`config.mk`:
```
export PLATFORM = sky130hd
export DESIGN_NAME = i2c_master_bit_ctrl_flat
export DESIGN_NICKNAME = d
export VERILOG_FILES = /design/src/rtl/i2c_master_bit_ctrl_pkg.sv /design/src/rtl/i2c_master_bit_ctrl_if.sv /design/src/rtl/i2c_master_bit_ctrl_sync2.sv /design/src/rtl/i2c_master_bit_ctrl.sv /design/src/flat_wrapper.sv
export SDC_FILE = /design/constraint.sdc
export NUM_CORES = 1
export LEC_CHECK = 0
export BUFFER_PORTS_ARGS = -buffer_cell sky130_fd_sc_hd__buf_2
export CAP_MARGIN = 10
export CORE_MARGIN = 1
export CORE_UTILIZATION = 45
export DETAILED_ROUTE_END_ITERATION = 16
export PLACE_DENSITY = 0.63
export SLEW_MARGIN = 40
export SYNTH_ARGS = -nofsm -noshare
export SYNTH_HDL_FRONTEND = slang
export SYNTH_SLANG_ARGS = --single-unit
```
`constraint.sdc`:
```
create_clock -name clk -period 3.35 [get_ports clk]
set_clock_uncertainty 0.1 [all_clocks]
set_input_delay 0.1675 -clock clk [delete_from_list [all_inputs] [get_ports clk]]
set_output_delay 0.1675 -clock clk [all_outputs]
set_load 0.005 [all_outputs]
```
`src/rtl/i2c_master_bit_ctrl_pkg.sv`:
```
// Shared types for the I2C bit-level master: command codes, FSM states and the per-phase line table.
package i2c_pkg;

  localparam int CLK_DIV_MIN = 4;

  typedef enum logic [1:0] {
    CMD_START = 2'b00,
    CMD_STOP  = 2'b01,
    CMD_WRITE = 2'b10,
    CMD_READ  = 2'b11
  } cmd_e;

  typedef enum logic [2:0] {
    IDLE = 3'd0,
    PH_A = 3'd1,
    PH_B = 3'd2,
    PH_C = 3'd3,
    PH_D = 3'd4,
    RESP = 3'd5
  } state_e;

  // Open-drain enables: 1 pulls the line low.
  typedef struct packed {
    logic scl;
    logic sda;
  } drive_t;

  // Line drive for a given state; outside the four phases the held idle levels apply.
  function automatic drive_t phase_drive(state_e st, cmd_e c, logic wr, drive_t held);
    drive_t d;
    d = held;
    case (st)
      PH_A: case (c)
        CMD_START: d = '{scl: held.scl, sda: 1'b0};
        CMD_STOP:  d = '{scl: 1'b1, sda: 1'b1};
        CMD_WRITE: d = '{scl: 1'b1, sda: ~wr};
        CMD_READ:  d = '{scl: 1'b1, sda: 1'b0};
      endcase
      PH_B: case (c)
        CMD_START: d = '{scl: 1'b0, sda: 1'b0};
        CMD_STOP:  d = '{scl: 1'b0, sda: 1'b1};
        CMD_WRITE: d = '{scl: 1'b0, sda: ~wr};
        CMD_READ:  d = '{scl: 1'b0, sda: 1'b0};
      endcase
      PH_C: case (c)
        CMD_START: d = '{scl: 1'b0, sda: 1'b1};
        CMD_STOP:  d = '{scl: 1'b0, sda: 1'b0};
        CMD_WRITE: d = '{scl: 1'b0, sda: ~wr};
        CMD_READ:  d = '{scl: 1'b0, sda: 1'b0};
      endcase
      PH_D: case (c)
        CMD_START: d = '{scl: 1'b1, sda: 1'b1};
        CMD_STOP:  d = '{scl: 1'b0, sda: 1'b0};
        CMD_WRITE: d = '{scl: 1'b1, sda: ~wr};
        CMD_READ:  d = '{scl: 1'b1, sda: 1'b0};
      endcase
      default: d = held;
    endcase
    return d;
  endfunction

endpackage

```
`src/rtl/i2c_master_bit_ctrl_if.sv`:
```
// Command/response handshake between the byte-level master FSM and the bit engine.
interface i2c_master_bit_ctrl_if;
  import i2c_pkg::*;

  logic cmd_valid;
  logic cmd_ready;
  cmd_e cmd;
  logic wr_bit;
  logic rsp_valid;
  logic rsp_bit;
  logic arb_lost;
  logic cmd_err;
  logic bus_owned;

  modport master (
    output cmd_valid, cmd, wr_bit,
    input  cmd_ready, rsp_valid, rsp_bit, arb_lost, cmd_err, bus_owned
  );

  modport slave (
    input  cmd_valid, cmd, wr_bit,
    output cmd_ready, rsp_valid, rsp_bit, arb_lost, cmd_err, bus_owned
  );
endinterface

```
`src/rtl/i2c_master_bit_ctrl_sync2.sv`:
```
// Two-flop synchronizer for an asynchronous pad input, with selectable reset level.
module i2c_sync2 #(
  parameter logic RST_VAL = 1'b1
) (
  input  logic clk,
  input  logic rst,
  input  logic d,
  output logic q
);
  logic meta;

  // NOTE: sequential state uses non-blocking assignments so every flop samples pre-edge values.
  always_ff @(posedge clk) begin
    if (rst) begin
      meta <= RST_VAL;
      q    <= RST_VAL;
    end else begin
      meta <= d;
      q    <= meta;
    end
  end
endmodule

```
`src/rtl/i2c_master_bit_ctrl.sv`:
```
// I2C bit-level master: START/STOP/WRITE/READ in four CLK_DIV-long phases, open-drain SCL/SDA.
// Optional macro I2C_CLK_STRETCH_EN lets a slave stretch SCL during phase B.
module i2c_master_bit_ctrl
  import i2c_pkg::*;
#(
  parameter int CLK_DIV = 250,
  parameter int CNT_W   = 16
) (
  input  logic                  clk,
  input  logic                  rst,
  i2c_master_bit_ctrl_if.slave  ctl,
  input  logic                  scl_in,
  input  logic                  sda_in,
  output logic                  scl_oe,
  output logic                  sda_oe
);
  localparam logic [CNT_W-1:0] CNT_LAST = CNT_W'(CLK_DIV - 1);

  state_e           state, state_d;
  logic [CNT_W-1:0] cnt, cnt_d;
  cmd_e             cmd_q, cmd_d;
  logic             wr_q, wr_d;
  drive_t           hold, hold_d, drv_d;
  logic             owned, owned_d;
  logic             sda_smp, sda_smp_d;
  logic             rbit_q, rbit_d, arb_q, arb_d, err_q, err_d;
  logic             scl_s, sda_s, stall, last;

  i2c_sync2 #(.RST_VAL(1'b1)) u_sync_scl (.clk(clk), .rst(rst), .d(scl_in), .q(scl_s));
  i2c_sync2 #(.RST_VAL(1'b1)) u_sync_sda (.clk(clk), .rst(rst), .d(sda_in), .q(sda_s));

`ifdef I2C_CLK_STRETCH_EN
  // Phase B waits at count 0 while a slave holds SCL low.
  assign stall = (state == PH_B) && (cnt == '0) && !scl_s;
`else
  logic unused_scl_s;
  assign unused_scl_s = scl_s;
  assign stall        = 1'b0;
`endif

  assign last = (cnt == CNT_LAST);

  // NOTE: every combinationally written signal gets a default first, so no latch is inferred.
  always_comb begin
    state_d   = state;
    cnt_d     = cnt;
    cmd_d     = cmd_q;
    wr_d      = wr_q;
    hold_d    = hold;
    owned_d   = owned;
    sda_smp_d = sda_smp;
    rbit_d    = 1'b0;
    arb_d     = 1'b0;
    err_d     = 1'b0;
    case (state)
      IDLE: if (ctl.cmd_valid) begin
        cmd_d = ctl.cmd;
        wr_d  = ctl.wr_bit;
        cnt_d = '0;
        if ((ctl.cmd == CMD_WRITE || ctl.cmd == CMD_READ) && !owned) begin
          state_d = RESP;
          err_d   = 1'b1;
        end else begin
          state_d = PH_A;
        end
      end
      PH_A, PH_B, PH_C: begin
        if (stall) begin
          cnt_d = '0;
        end else if (!last) begin
          cnt_d = cnt + CNT_W'(1);
        end else begin
          cnt_d = '0;
          if (state == PH_A) state_d = PH_B;
          else if (state == PH_B) state_d = PH_C;
          else begin
            sda_smp_d = sda_s;
            // A released SDA read back low means another master won the bit.
            if (cmd_q == CMD_WRITE && wr_q && !sda_s) begin
              state_d = RESP;
              arb_d   = 1'b1;
              owned_d = 1'b0;
              hold_d  = '{scl: 1'b0, sda: 1'b0};
            end else begin
              state_d = PH_D;
            end
          end
        end
      end
      PH_D: begin
        if (!last) begin
          cnt_d = cnt + CNT_W'(1);
        end else begin
          cnt_d   = '0;
          state_d = RESP;
          hold_d  = phase_drive(PH_D, cmd_q, wr_q, hold);
          rbit_d  = (cmd_q == CMD_READ) && sda_smp;
          if (cmd_q == CMD_START) owned_d = 1'b1;
          if (cmd_q == CMD_STOP)  owned_d = 1'b0;
        end
      end
      RESP:    state_d = IDLE;
      default: state_d = IDLE;
    endcase
  end

  // Line enables are registered from next-state values so the pads never see decode glitches.
  assign drv_d = phase_drive(state_d, cmd_d, wr_d, hold_d);

  always_ff @(posedge clk) begin
    if (rst) begin
      state   <= IDLE;
      cnt     <= '0;
      cmd_q   <= CMD_START;
      wr_q    <= 1'b0;
      hold    <= '{scl: 1'b0, sda: 1'b0};
      owned   <= 1'b0;
      sda_smp <= 1'b0;
      rbit_q  <= 1'b0;
      arb_q   <= 1'b0;
      err_q   <= 1'b0;
      scl_oe  <= 1'b0;
      sda_oe  <= 1'b0;
    end else begin
      state   <= state_d;
      cnt     <= cnt_d;
      cmd_q   <= cmd_d;
      wr_q    <= wr_d;
      hold    <= hold_d;
      owned   <= owned_d;
      sda_smp <= sda_smp_d;
      rbit_q  <= rbit_d;
      arb_q   <= arb_d;
      err_q   <= err_d;
      scl_oe  <= drv_d.scl;
      sda_oe  <= drv_d.sda;
    end
  end

  assign ctl.cmd_ready = (state == IDLE);
  assign ctl.rsp_valid = (state == RESP);
  assign ctl.rsp_bit   = rbit_q;
  assign ctl.arb_lost  = arb_q;
  assign ctl.cmd_err   = err_q;
  assign ctl.bus_owned = owned;
endmodule

```
`src/flat_wrapper.sv`:
```
// flat-port wrapper written by rule: the top's interface ports become plain ports
module i2c_master_bit_ctrl_flat import i2c_pkg::*;
#(
  parameter int CLK_DIV = 250,
  parameter int CNT_W   = 16
)
  (clk, rst, scl_in, sda_in, scl_oe, sda_oe, ctl_cmd_valid, ctl_cmd, ctl_wr_bit, ctl_cmd_ready, ctl_rsp_valid, ctl_rsp_bit, ctl_arb_lost, ctl_cmd_err, ctl_bus_owned);
  i2c_master_bit_ctrl_if ctl_i ();
  input  logic clk;
  input  logic rst;
  input  logic scl_in;
  input  logic sda_in;
  output logic scl_oe;
  output logic sda_oe;
  input wire logic [$bits(ctl_i.cmd_valid)-1:0] ctl_cmd_valid;
  input wire logic [$bits(ctl_i.cmd)-1:0] ctl_cmd;
  input wire logic [$bits(ctl_i.wr_bit)-1:0] ctl_wr_bit;
  output wire logic [$bits(ctl_i.cmd_ready)-1:0] ctl_cmd_ready;
  output wire logic [$bits(ctl_i.rsp_valid)-1:0] ctl_rsp_valid;
  output wire logic [$bits(ctl_i.rsp_bit)-1:0] ctl_rsp_bit;
  output wire logic [$bits(ctl_i.arb_lost)-1:0] ctl_arb_lost;
  output wire logic [$bits(ctl_i.cmd_err)-1:0] ctl_cmd_err;
  output wire logic [$bits(ctl_i.bus_owned)-1:0] ctl_bus_owned;
  assign ctl_i.cmd_valid = ctl_cmd_valid;
  assign ctl_i.cmd = ctl_cmd;
  assign ctl_i.wr_bit = ctl_wr_bit;
  assign ctl_cmd_ready = ctl_i.cmd_ready;
  assign ctl_rsp_valid = ctl_i.rsp_valid;
  assign ctl_rsp_bit = ctl_i.rsp_bit;
  assign ctl_arb_lost = ctl_i.arb_lost;
  assign ctl_cmd_err = ctl_i.cmd_err;
  assign ctl_bus_owned = ctl_i.bus_owned;
  i2c_master_bit_ctrl #(.CLK_DIV(CLK_DIV), .CNT_W(CNT_W)) u_core (.clk(clk), .rst(rst), .ctl(ctl_i), .scl_in(scl_in), .sda_in(sda_in), .scl_oe(scl_oe), .sda_oe(sda_oe));
endmodule
```
* After elaboration in Yosys (flattened, before gate mapping)
Index checks and enable logic that the tools add are counted.
** Operators by class
- $add $sub $neg :: 1
- Reduce and logical (&&, ||, !) cells :: 22
- Bitwise operators :: 9
- Equal/unequal tests :: 25
- Multiplexer cells :: 37
** Operator list (number)
- 16-bit 2-to-1 mux :: 2
- 16-bit case mux with 2 select lines :: 1
- 2-bit case mux with 4 select lines :: 4
- 3-bit 2-to-1 mux :: 6
- 16-bit by 1-bit adder with 16-bit output, second input constant :: 1
- 16-bit by 8-bit == test with 1-bit output, second input constant :: 1
- 2-bit 2-to-1 mux :: 7
- 2-bit == test, second input constant :: 6
- 3-bit by 2-bit == test with 1-bit output, second input constant :: 4
- 1-bit 2-to-1 mux :: 12
- 2-bit case mux with 3 select lines :: 2
- 3-bit == test, second input constant :: 3
- 1-bit NOT :: 9
- 3-bit case mux with 3 select lines :: 1
- 3-bit OR reduction :: 3
- 7-bit AND reduction :: 1
- 3-bit by 1-bit == test with 1-bit output, second input constant :: 2
- 2-bit by 1-bit != test with 1-bit output, second input constant :: 3
- 2-bit != test, second input constant :: 3
- 5-bit OR reduction :: 1
- 2-bit by 1-bit == test with 1-bit output, second input constant :: 2
- 1-bit logical AND :: 4
- 2-bit logical NOT :: 2
- 2-bit case mux with 2 select lines :: 1
- other kinds (10) :: 13
** Storage, ports and cells
- Bits in registers :: 33
- Logic and storage cells :: 109
- Output and inout port bits :: 8
- Bits of input ports :: 8

* Longest topological paths before layout
Gate-level depths: netlist of the first run.
- Depth in word-level cells :: 10
- Gate-level depth with buffers :: 9
- Depth with buffers taken out :: 8

* Hierarchy
From an unflattened synthesis of the first run, not the netlist that was laid out.
** Unflattened totals
- Cells, all modules :: 220
- Area, all modules :: 1883.1 um^2
** Modules (own cells, without submodules)
- i2c_master_bit_ctrl :: times used 1, seq. area each 620.6 um^2, cells an instance 216, area each 1830.5 um^2
- i2c_sync2 :: times used 1, seq. area each 40.0 um^2, cells an instance 4, area each 52.6 um^2

* Least setup slack after synthesis of the first run
Ideal clock, no wire load.
- Path kind :: register to register
- From :: reg u_core.cnt[14]
- To :: reg u_core.sda_oe
- Clock period less this slack :: 2.602 ns
- Path buffers :: 0
- Arrival :: 2.415 ns
- Setup time :: 0.086 ns
- Setup slack :: 0.748 ns
- Data required time :: 3.164 ns
- Stages on the path, launching flop included :: 7
- Path through :: dfxtp_1 > or4_4 > or4_4 > mux2i_1 > or4_1 > a21o_1 > a221oi_2
** Between the ends
- Cells in the longest elaborated chain, start to end :: 5
- Elaborated cells between the ends (all ways) :: 12
- Classes of those cells :: 5 x eq/ne; 7 x mux
** RTL lines
- from (decl) :: line i2c_master_bit_ctrl.sv:20 : logic [CNT_W-1:0] cnt, cnt_d;
- from (signal assigned) :: line i2c_master_bit_ctrl.sv:126 : cnt <= cnt_d;
- 16-bit by 8-bit == test with 1-bit output (*) :: line i2c_master_bit_ctrl.sv:41 : assign last = (cnt == CNT_LAST);
- 3-bit 2-to-1 mux (on tied branches) :: line i2c_master_bit_ctrl.sv:91, i2c_master_bit_ctrl.sv:70
- 3-bit case mux with 3 select lines :: line i2c_master_bit_ctrl.sv:55 : case (state)
- 3-bit == test, or another cell as far along :: line i2c_master_bit_ctrl_pkg.sv:32 : case (st)
- 2-bit case mux with 4 select lines (*) :: line i2c_master_bit_ctrl_pkg.sv:32
- to (signal assigned) :: line i2c_master_bit_ctrl.sv:136 : sda_oe <= drv_d.sda;
- to (decl) :: line i2c_master_bit_ctrl.sv:15 : output logic sda_oe
Mark *: on every way between the ends. The rest lies on a longest branch, timed or not.
A chain may end at the register's enable or synchronous reset.

* Final worst setup path of the first run
- From :: reg u_core.cnt[2]
- To :: reg u_core.sda_oe
Same word-level chain as after synthesis.

==> results by group, run 1 <==
Floorplan
  – Core area: 0.00366 mm²
  – Initial Utilization: 47.1%
  – Die height: 63.9 µm
  – Die area: 0.00409 mm²
  – Die width: 63.9 µm
  – Row count: 22
  – Ports: 16

Routing
  – Via count: 1464
  – Antenna viol nets, final: 0
  – Drt via density: 5.34
  – WL final: 3380 µm
  – DRC: 0
  – Avg WL per Cell: 12.3 µm
  – Pre-antenna DRT Iters: 4
  – 1st-iter DRT viols: 53

Placed design
  – PortBufs: 14
  – HPWL after DPL: 2470 µm
  – DP Area: 0.00181 mm²
  – Placer congestion estimate: 0.835

STA
  – Final period util: 84.3%
  – Total negative setup slack: 0 ns
  – Relative max-transition margin: 52.3%
  – Slew at the pin with the worst max-slew slack: 0.709 ns
  – Slew Limit Fails: 0
  – Achievable frequency: 354 MHz
  – Setup Viol. Count Final: 0
  – Final hold viol count: 0
  – RSZ-0062 raised after global routing: no
  – Tmin final: 2.83 ns

Clock tree
  – Sink Count: 33
  – Clock latency on the worst-skew pair: 0.28 ns
  – Clock transition at the registers of the reported paths: 0.07 ns
  – CTS H-tree depth: 2
  – CTS tree: yes
  – Clock Tree Buf Depth: 2
  – Root buffer cell: clkbuf_8
  – Cts bufs inserted: 5
  – Postcts setup bufs: 0

Logic synthesis
  – Top cells by area, synth: dfxtp_1 (38%), nor2_1 (6.3%), a21oi_1 (5.5%)
  – Async S/R FF share, synth: 0%
  – Net Count, Synth: 221
  – Post-synth top flop: dfxtp_1
  – Top-count cell post-synth: dfxtp_1
  – Mapped Area: 0.00173 mm²
  – Synth top cells by count: dfxtp_1 (33), nor2_1 (29), nand2_1 (22), a21oi_1 (19), o21ai_0 (11)
  – EDFF count, synth: 0
  – Syn Area/Cell: 8.18 µm²
  – Yosys top cell by area: dfxtp_1
  – YS warnings: 0
  – Synth Register Bits: 33
  – Sequential-to-total area share from yosys stat: 38.3%
  – Post-synth cell types: 50
  – Yosys top cell area share: 38.3%
  – Post-synthesis instance total: 211

Finish
  – Finished Cell Area: 0.00194 mm²
  – # diodes: 0
  – Nets@finish: 235
  – Fillers: 356
  – Share of cells above drive strength 1: 15.0%
  – Area Overhead vs Synth: 12.2%

Worst setup path
  – Critical path fanouts, max: 12
  – Data arrival, critical path: 2.93 ns
  – Bufs and invs on worst path: 0
  – R2R cell count: 6
  – CP delay by family, top: simple AND/OR/NAND/NOR gates
  – CP peak stage delay: 0.61 ns
  – Worst r2r dst: u_core.sda_oe
  – Critical path type: reg -> reg
  – CP max-delay cell: or4_4
  – Nature of the critical path endpoint: flop
  – Worst Path Required: 3.45 ns
  – Worst R2R Start: u_core.cnt[2]
  – Flop-to-flop setup slack: 0.52 ns
  – Most Frequent Cell on Critical Path: or4_1
  – CP Cell Sequence: or4_1 -> or4_4 -> mux2i_1 -> or4_1 -> a21o_1 -> a221oi_2
  – CP Launch Type: flop

GRT
  – Vias in the first global route: 1401
  – Gr usage total: 19.1%
  – Initial antenna violation count: 0
  – Global-route wire length before repair: 6000 µm
  – Largest net degree at the start of global routing: 23
  – GR Overflow Total: 0

Hold path
  – Worst hold path depth: 3
  – Worst Hold End: u_core.wr_q
  – Hold Startpoint: ctl_wr_bit
  – Hold Path Class: in -> reg

Power
  – VDD IR max: 274 µV
  – Leakage: 0.706 nW
  – Pwr Density: 468 mW/mm²

Flow run
  – Max-Cap Viols: 0

Status
  – Status: complete, no violations
[how the worst max path moves through the flow]
| stage | from | to | slack, ns | depth (start not counted) |
|---|---|---|---|---|
| detailed placement | u_core.cnt[2] | u_core.scl_oe | 0.55 | 6 |
| finish | u_core.cnt[2] | u_core.sda_oe | 0.52 | 6 |
| floorplan | u_core.cnt[14] | u_core.sda_oe | 0.75 | 6 |
| CTS | u_core.cnt[2] | u_core.sda_oe | 0.52 | 6 |
| global route | u_core.cnt[2] | u_core.sda_oe | 0.42 | 6 |
| global placement | u_core.cnt[2] | u_core.sda_oe | 0.54 | 6 |
[where the power goes]
part / internal, mW / switching, mW / leakage, nW
Sequential: 0.404 / 0.0134 / 0.268
Combinational: 0.0444 / 0.0626 / 0.380
Clock: 0.242 / 0.140 / 0.0585
Total: 0.691 / 0.216 / 0.706
[what timing repair did]
item,4_1_cts,5_1_grt
gates resized for setup,0,0
hold buffers,1,0
hold endpoints to repair,1,0
[metal layers]
layer / up-vias / GRT usage, % / wire (µm)
met5: - / 0 / 0
met3: 4 / 4.46 / 142
met1: 651 / 24.9 / 1770
met4: 0 / 9.38 / 47
li1: 779 / - / -
met2: 30 / 29.3 / 1420
[placed cells by master (no fill, tap or decap), types with 3 or more instances in the layout]
| cell type | Yosys | routed |
|---|---|---|
| nor3_1 | 5 | 5 |
| buf_2 | 1 | 14 |
| nor2b_1 | 6 | 6 |
| xor2_1 | 4 | 4 |
| xnor2_1 | 4 | 4 |
| a21o_1 | 3 | 3 |
| nand2b_1 | 5 | 5 |
| clkbuf_8 | 0 | 6 |
| o21ai_0 | 11 | 11 |
| dfxtp_1 | 33 | 33 |
| nand3_1 | 5 | 5 |
| or3_1 | 5 | 5 |
| or4_1 | 4 | 4 |
| nor2_1 | 29 | 29 |
| a21oi_1 | 19 | 19 |
| nand2_1 | 22 | 22 |
| nand4_1 | 4 | 4 |
| nor4_1 | 5 | 5 |
[worst reg2reg max path: stages, from the launching register on]
cell and delay (ns):
dfxtp_1 0.35, or4_1 0.57, or4_4 0.61, mux2i_1 0.16, or4_1 0.55, a21o_1 0.20
a221oi_2 0.21
[registers in the layout, summed over array words and instances (netlist names), 2 cells and up]
name	cells
u_core.cnt	16
u_core.state	3
u_core.cmd_q	2
u_core.hold	2
[cells by family (layout without fill, tap and decap cells)]
family          Yosys count  count (layout)  synth area share (%)
simple gates            112             112                  35.7
fa+ha+maj                 2               2                  1.45
flops                    33              33                  38.3
xor+xnor                  8               8                  4.06
mux                       3               3                  2.54
buf+inv                  10              25                  3.12
compound gates           43              43                  14.9
[layout make-up]
class / instances / area, µm² / share of cell area [%]
repair buffers: 15 / 80.1 / 4.14
inverters: 2 / 7.51 / 0.388
clock inverters: 1 / 30.0 / 1.55
flip-flops and latches: 33 / 661 / 34.1
clock buffers: 7 / 86.3 / 4.46
well taps: 48 / 60.1 / 3.10
multi-input cells: 168 / 1010 / 52.2
[through the flow]
| stage | utilization, % | instances | hold WS (ns) | worst slack, ns | power (mW) |
|---|---|---|---|---|---|
| 6_report | 52.9 | 274 | 0.0360 | 0.525 | 0.906 |
| 5_1_grt | 52.9 | 274 | 0.0620 | 0.424 | 0.948 |
| 4_1_cts | 52.9 | 274 | 0.0379 | 0.515 | 0.915 |
| 3_5_place_dp | 49.4 | 265 | 0.260 | 0.545 | 0.531 |
| 3_3_place_gp | 49.4 | 265 | 0.252 | 0.536 | 0.531 |
| 2_1_floorplan | - | 211 | 0.171 | 0.748 | 0.504 |
No activity file was read; power rests on OpenSTA's default activity.
==> inputs of run 2 (changes only) <==
- PLACE_DENSITY: 0.63 -> 0.66
- clock period: 3.35 -> 2.5 ns (I/O delays scaled with it)
==> run 2 against run 1 <==
  * First-iteration DRC count rose by 120%
  * Die area did not move
  * Routed wire length rose by 9.2%
  * Fmax rose by 12%
  * Final area rose by 5.8%
  * Flip-flop and latch count did not move
  * Largest cell class unchanged
  * Critical path depth did not move
  * Combinational power rose by 43%
  * The run now ends with setup timing left
==> results by group, run 2 (synthesized netlist as in run 1, its figures left out) <==
Finish
  – Post-route insts no fill: 292
  – Area Overhead vs Synth: 18.6%
  – Post-Route Utilization: 55.9%
  – # diodes: 0
  – Number of flip-flops under the largest register name: 16
  – Reg with most FFs: u_core.cnt
  – Most common cell after layout, fill and taps aside: dfxtp_1
  – Nets@finish: 253
  – Share of cells above drive strength 1: 21.7%
  – Most frequent cells in the layout: dfxtp_1 (31), nor2_1 (29), nand2_1 (22)
  – Biggest regs: u_core.cnt (16), u_core.state (3)

Worst setup path
  – Most Frequent Cell on Critical Path: or4_4
  – Bufs and invs on worst path: 0
  – Worst r2r dst: u_core.scl_oe
  – CP Depth: 6
  – Critical path type: reg -> reg
  – R2R cell count: 6
  – Data arrival, critical path: 2.65 ns
  – Critical path fanouts, max: 4
  – CP Launch Type: flop
  – CP Cell Sequence: or4_4 -> or4_4 -> mux2i_1 -> or4_4 -> a211o_1 -> a21oi_2
  – Flop-to-flop setup slack: -0.03 ns
  – Worst R2R Start: u_core.cnt[2]
  – CP max-delay cell: or4_4
  – CP delay by family, top: simple AND/OR/NAND/NOR gates
  – Worst setup endpoint: u_core.scl_oe
  – CP peak stage delay: 0.53 ns
  – Worst Path Required: 2.62 ns
  – Setup crit start: u_core.cnt[2]
  – Nature of the critical path endpoint: flop

Routing
  – WL final: 3700 µm
  – 1st-iter DRT viols: 119
  – Drt via density: 5.32
  – Avg WL per Cell: 12.7 µm
  – Pre-antenna DRT Iters: 4
  – Via count: 1553
  – DRC: 0
  – Antenna viol nets, final: 0

Floorplan
  – Initial Utilization: 47.1%
  – Ports: 16
  – Die width: 63.9 µm
  – Row count: 22
  – Core area: 0.00366 mm²
  – Die area: 0.00409 mm²
  – Die height: 63.9 µm

Clock tree
  – Clock latency on the worst-skew pair: 0.29 ns
  – Postcts setup bufs: 0
  – CTS H-tree depth: 2
  – Clock transition at the registers of the reported paths: 0.06 ns
  – Sink Count: 33
  – Cts bufs inserted: 5
  – Root buffer cell: clkbuf_8
  – Clock Tree Buf Depth: 2
  – CTS tree: yes

GRT
  – Largest net degree at the start of global routing: 23
  – Global-route wire length before repair: 6490 µm
  – GR Overflow Total: 0
  – Vias in the first global route: 1450
  – Initial antenna violation count: 0
  – Gr usage total: 20.6%

STA
  – Tmin final: 2.53 ns
  – Final period util: 101%
  – RSZ-0062 raised after global routing: yes
  – Relative max-transition margin: 72.9%
  – Final hold viol count: 0
  – Setup Viol. Count Final: 2
  – Total negative setup slack: -0.0406 ns
  – Slew Limit Fails: 0
  – Hold_ws: 0.0445 ns
  – Achievable frequency: 396 MHz
  – PnR worst setup slack: -0.0277 ns
  – Slew at the pin with the worst max-slew slack: 0.406 ns

Placed design
  – PortBufs: 14
  – Placed Instances: 282
  – HPWL after DPL: 2700 µm
  – Placer congestion estimate: 0.841

Power
  – VDD IR max: 390 µV
  – Pwr Density: 534 mW/mm²
  – Leakage: 0.778 nW

Status
  – Status: finished with violations
  – Failing checks: setup timing

Flow run
  – Max-Cap Viols: 0

Hold path
  – Hold Path Class: in -> reg
==> run 2: cell type report <==
| cell class | instances | area [µm²] |
|---|---|---|
| clock buffers | 8 | 80.1 |
| fillers | 345 | 1610 |
| inverters | 2 | 7.51 |
| multi-input cells | 168 | 1020 |
| flip-flops and latches | 33 | 663 |
| well taps | 48 | 60.1 |
| repair buffers | 33 | 218 |
==> run 2: what timing repair did <==
| action | 4_1_cts | 5_1_grt |
|---|---|---|
| gates resized for setup | 1 | 2 |
| pin swaps | 0 | 1 |
| setup endpoints to repair | 2 | 2 |
| hold buffers | 2 | 0 |
| endpoints found under the hold margin | 2 | 0 |
==> run 2: tightest hold or removal path, cell delays in order <==
cell and delay (ns):
buf_2 0.13, nand2_1 0.06, a21oi_1 0.06
==> run 2: power by group <==
part	switching (mW)	total, mW	internal, mW
registers	0.0174	0.559	0.541
clock network	0.184	0.381	0.198
logic	0.0854	0.153	0.0677
==> run 2: stage by stage <==
| step | cell area [µm²] | worst slack [ns] | power, mW |
|---|---|---|---|
| 6_report | 2050 | -0.0277 | 1.09 |
| 5_1_grt | 2050 | -0.0802 | 1.15 |
| 4_1_cts | 2040 | -0.0101 | 1.10 |
| 3_5_place_dp | 1940 | 0.00711 | 0.719 |
| 3_3_place_gp | 1940 | 0.00555 | 0.719 |
| 2_1_floorplan | 1730 | 0.0467 | 0.678 |
==> run 2: worst min path at each step <==
| stage | from | to | slack [ns] | cells after the start |
|---|---|---|---|---|
| 2_1_floorplan | sda_in | u_core.u_sync_sda.meta | 0.13 | 1 |
| 3_5_place_dp | sda_in | u_core.u_sync_sda.meta | 0.21 | 2 |
| 6_report | ctl_cmd[0] | u_core.cmd_q[0] | 0.04 | 3 |
| 3_3_place_gp | sda_in | u_core.u_sync_sda.meta | 0.21 | 2 |
| 4_1_cts | ctl_cmd[0] | u_core.cmd_q[0] | 0.03 | 3 |
| 5_1_grt | ctl_cmd[0] | u_core.cmd_q[0] | 0.07 | 3 |
==> run 2: metal layers <==
layer / global-route usage [%] / share of wire [%] / up-vias
li1: - / - / 811
met1: 28.1 / 50 / 705
met2: 30.2 / 45 / 35
met3: 3.93 / 4.8 / 2
met4: 11.4 / 0.68 / 0
met5: 0 / 0 / -
==> inputs of run 3 (changes only) <==
- clock period: 2.5 -> 2.21 ns (I/O delays scaled with it)
==> run 3 against run 2 <==
  * The run still ends with setup timing left
  * Via count rose by 7.3%
  * Cell count rose by 6.5%
  * Critical path depth did not move
  * Total power rose by 32%
  * Die area did not move
  * Non-clock buffer count rose by 19
  * Worst setup slack got worse by 0.28 ns
  * Hold slack got worse by 0.029 ns
  * Sequential power rose by 12%
  * Global-route usage rose by 1.0 points
  * Routed wire length rose by 11%
  * Fmax rose by 0.56%
  * Critical endpoint is now u_core.sda_oe
==> results by group, run 3 (synthesized netlist as in run 1, its figures left out) <==
Clock tree
  – Clock transition at the registers of the reported paths: 0.07 ns
  – CTS H-tree depth: 2
  – Clock Tree Buf Depth: 2
  – Sink Count: 33
  – CTS tree: yes
  – Cts bufs inserted: 5
  – Clock latency on the worst-skew pair: 0.29 ns
  – Root buffer cell: clkbuf_8

Placed design
  – DP Worst Slack: -0.292 ns
  – HPWL after DPL: 2980 µm
  – Placed Instances: 300
  – Placer congestion estimate: 0.834
  – PortBufs: 14

STA
  – Setup Viol. Count Final: 19
  – Slew at the pin with the worst max-slew slack: 0.399 ns
  – PnR worst setup slack: -0.304 ns
  – Final period util: 114%
  – Total negative setup slack: -2.36 ns
  – Slew Limit Fails: 0
  – Final hold viol count: 0
  – Relative max-transition margin: 73.2%
  – RSZ-0062 raised after global routing: yes
  – Tmin final: 2.51 ns
  – Achievable frequency: 398 MHz

Worst setup path
  – Critical path fanouts, max: 4
  – Nature of the critical path endpoint: flop
  – CP Launch Type: flop
  – Worst Path Required: 2.32 ns
  – CP delay by family, top: simple AND/OR/NAND/NOR gates
  – Bufs and invs on worst path: 0
  – CP max-delay cell: or4_4
  – Data arrival, critical path: 2.62 ns
  – Most Frequent Cell on Critical Path: or4_4
  – CP peak stage delay: 0.53 ns
  – Critical path type: reg -> reg
  – CP Cell Sequence: or4_4 -> or4_4 -> mux2i_1 -> or4_4 -> a21o_1 -> a221oi_2

Floorplan
  – Row count: 22
  – Initial Utilization: 47.1%
  – Die width: 63.9 µm
  – Core area: 0.00366 mm²
  – Ports: 16
  – Die height: 63.9 µm
  – Die area: 0.00409 mm²

Finish
  – Share of cells above drive strength 1: 29.3%
  – # diodes: 0
  – Biggest regs: u_core.cnt (16), u_core.state (3)
  – Most common cell after layout, fill and taps aside: buf_4
  – Post-route insts no fill: 311
  – Area Overhead vs Synth: 32.1%
  – Number of flip-flops under the largest register name: 16
  – Reg with most FFs: u_core.cnt
  – Most frequent cells in the layout: buf_4 (33), dfxtp_1 (31), nor2_1 (28)
  – Nets@finish: 272

Routing
  – Via count: 1666
  – Antenna viol nets, final: 0
  – Avg WL per Cell: 13.1 µm
  – Pre-antenna DRT Iters: 5
  – Drt via density: 5.36
  – WL final: 4090 µm
  – DRC: 0
  – 1st-iter DRT viols: 63

Status
  – Failing checks: setup timing
  – Status: finished with violations

GRT
  – Vias in the first global route: 1541
  – Initial antenna violation count: 0
  – Global-route wire length before repair: 6840 µm
  – Gr usage total: 21.6%
  – GR Overflow Total: 0
  – Largest net degree at the start of global routing: 23

Power
  – Pwr Density: 633 mW/mm²
  – Leakage: 0.908 nW
  – VDD IR max: 449 µV

Flow run
  – Max-Cap Viols: 0

Hold path
  – Hold Path Class: in -> reg
-- run 3: changes by cell type in the layout (fill, tap and decap cells not counted), sizes merged --
| cell | previous run | this run |
|---|---|---|
| clkbuf | 8 | 7 |
| bufinv | 0 | 1 |
| buf | 31 | 49 |
| dlygate4sd3 | 2 | 3 |
-- run 3: through the flow --
stage,cell area (µm²),power [mW],hold slack [ns],utilization (%)
4_1_cts,2250,1.45,0.00797,61.4
6_report,2280,1.44,0.0155,62.3
3_5_place_dp,2100,0.852,0.197,57.4
2_1_floorplan,1740,0.769,0.114,-
5_1_grt,2280,1.50,0.0409,62.3
3_3_place_gp,2100,0.850,0.191,57.4
-- run 3: timing repair --
action / CTS / global route
cloned: 0 / 0
setup buffers: 0 / 0
resized for setup: 0 / 9
hold buffers: 3 / 0
setup endpoints to repair: 21 / 23
hold endpoints to repair: 3 / 0
pin swaps: 1 / 2
-- run 3: path summary, 6_finish.rpt --
check | from | to | slack (ns) | depth (start not counted)
worst min register to register | u_core.u_sync_sda.meta | u_core.u_sync_sda.q | 0.31 | 1
worst max-delay path | u_core.cnt[9] | u_core.sda_oe | -0.30 | 6
worst min-delay path | ctl_cmd[1] | u_core.cmd_q[1] | 0.02 | 3
worst max register to register | u_core.cnt[9] | u_core.sda_oe | -0.30 | 6
-- run 3: cell type report --
| class | count | area [µm²] |
|---|---|---|
| Multi-Input combinational cell | 168 | 1050 |
| Clock inverter | 1 | 30.0 |
| Tap cell | 48 | 60.1 |
| Timing Repair Buffer | 52 | 379 |
| Inverter | 2 | 7.51 |
| Clock buffer | 7 | 86.3 |
| Sequential cell | 33 | 663 |
| Fill cell | 334 | 1380 |
-- run 3: report_power, final --
group	internal (mW)	switching (mW)
clock	0.367	0.226
sequential	0.612	0.0160
combinational	0.107	0.115
-- run 3: worst min-delay path, stage by stage --
cell	delay, ns
buf_2	0.14
nand2_1	0.06
a21oi_1	0.05
-- run 3: per-layer routing --
metal / part of all wire (%) / wire length (µm) / up-vias / GRT usage [%]
met5: 0 / 0 / - / 0
met4: 1.1 / 45 / 0 / 8.24
met3: 4.2 / 170 / 5 / 5.71
met2: 44 / 1800 / 26 / 33.1
met1: 51 / 2070 / 783 / 28.8
li1: - / - / 852 / -
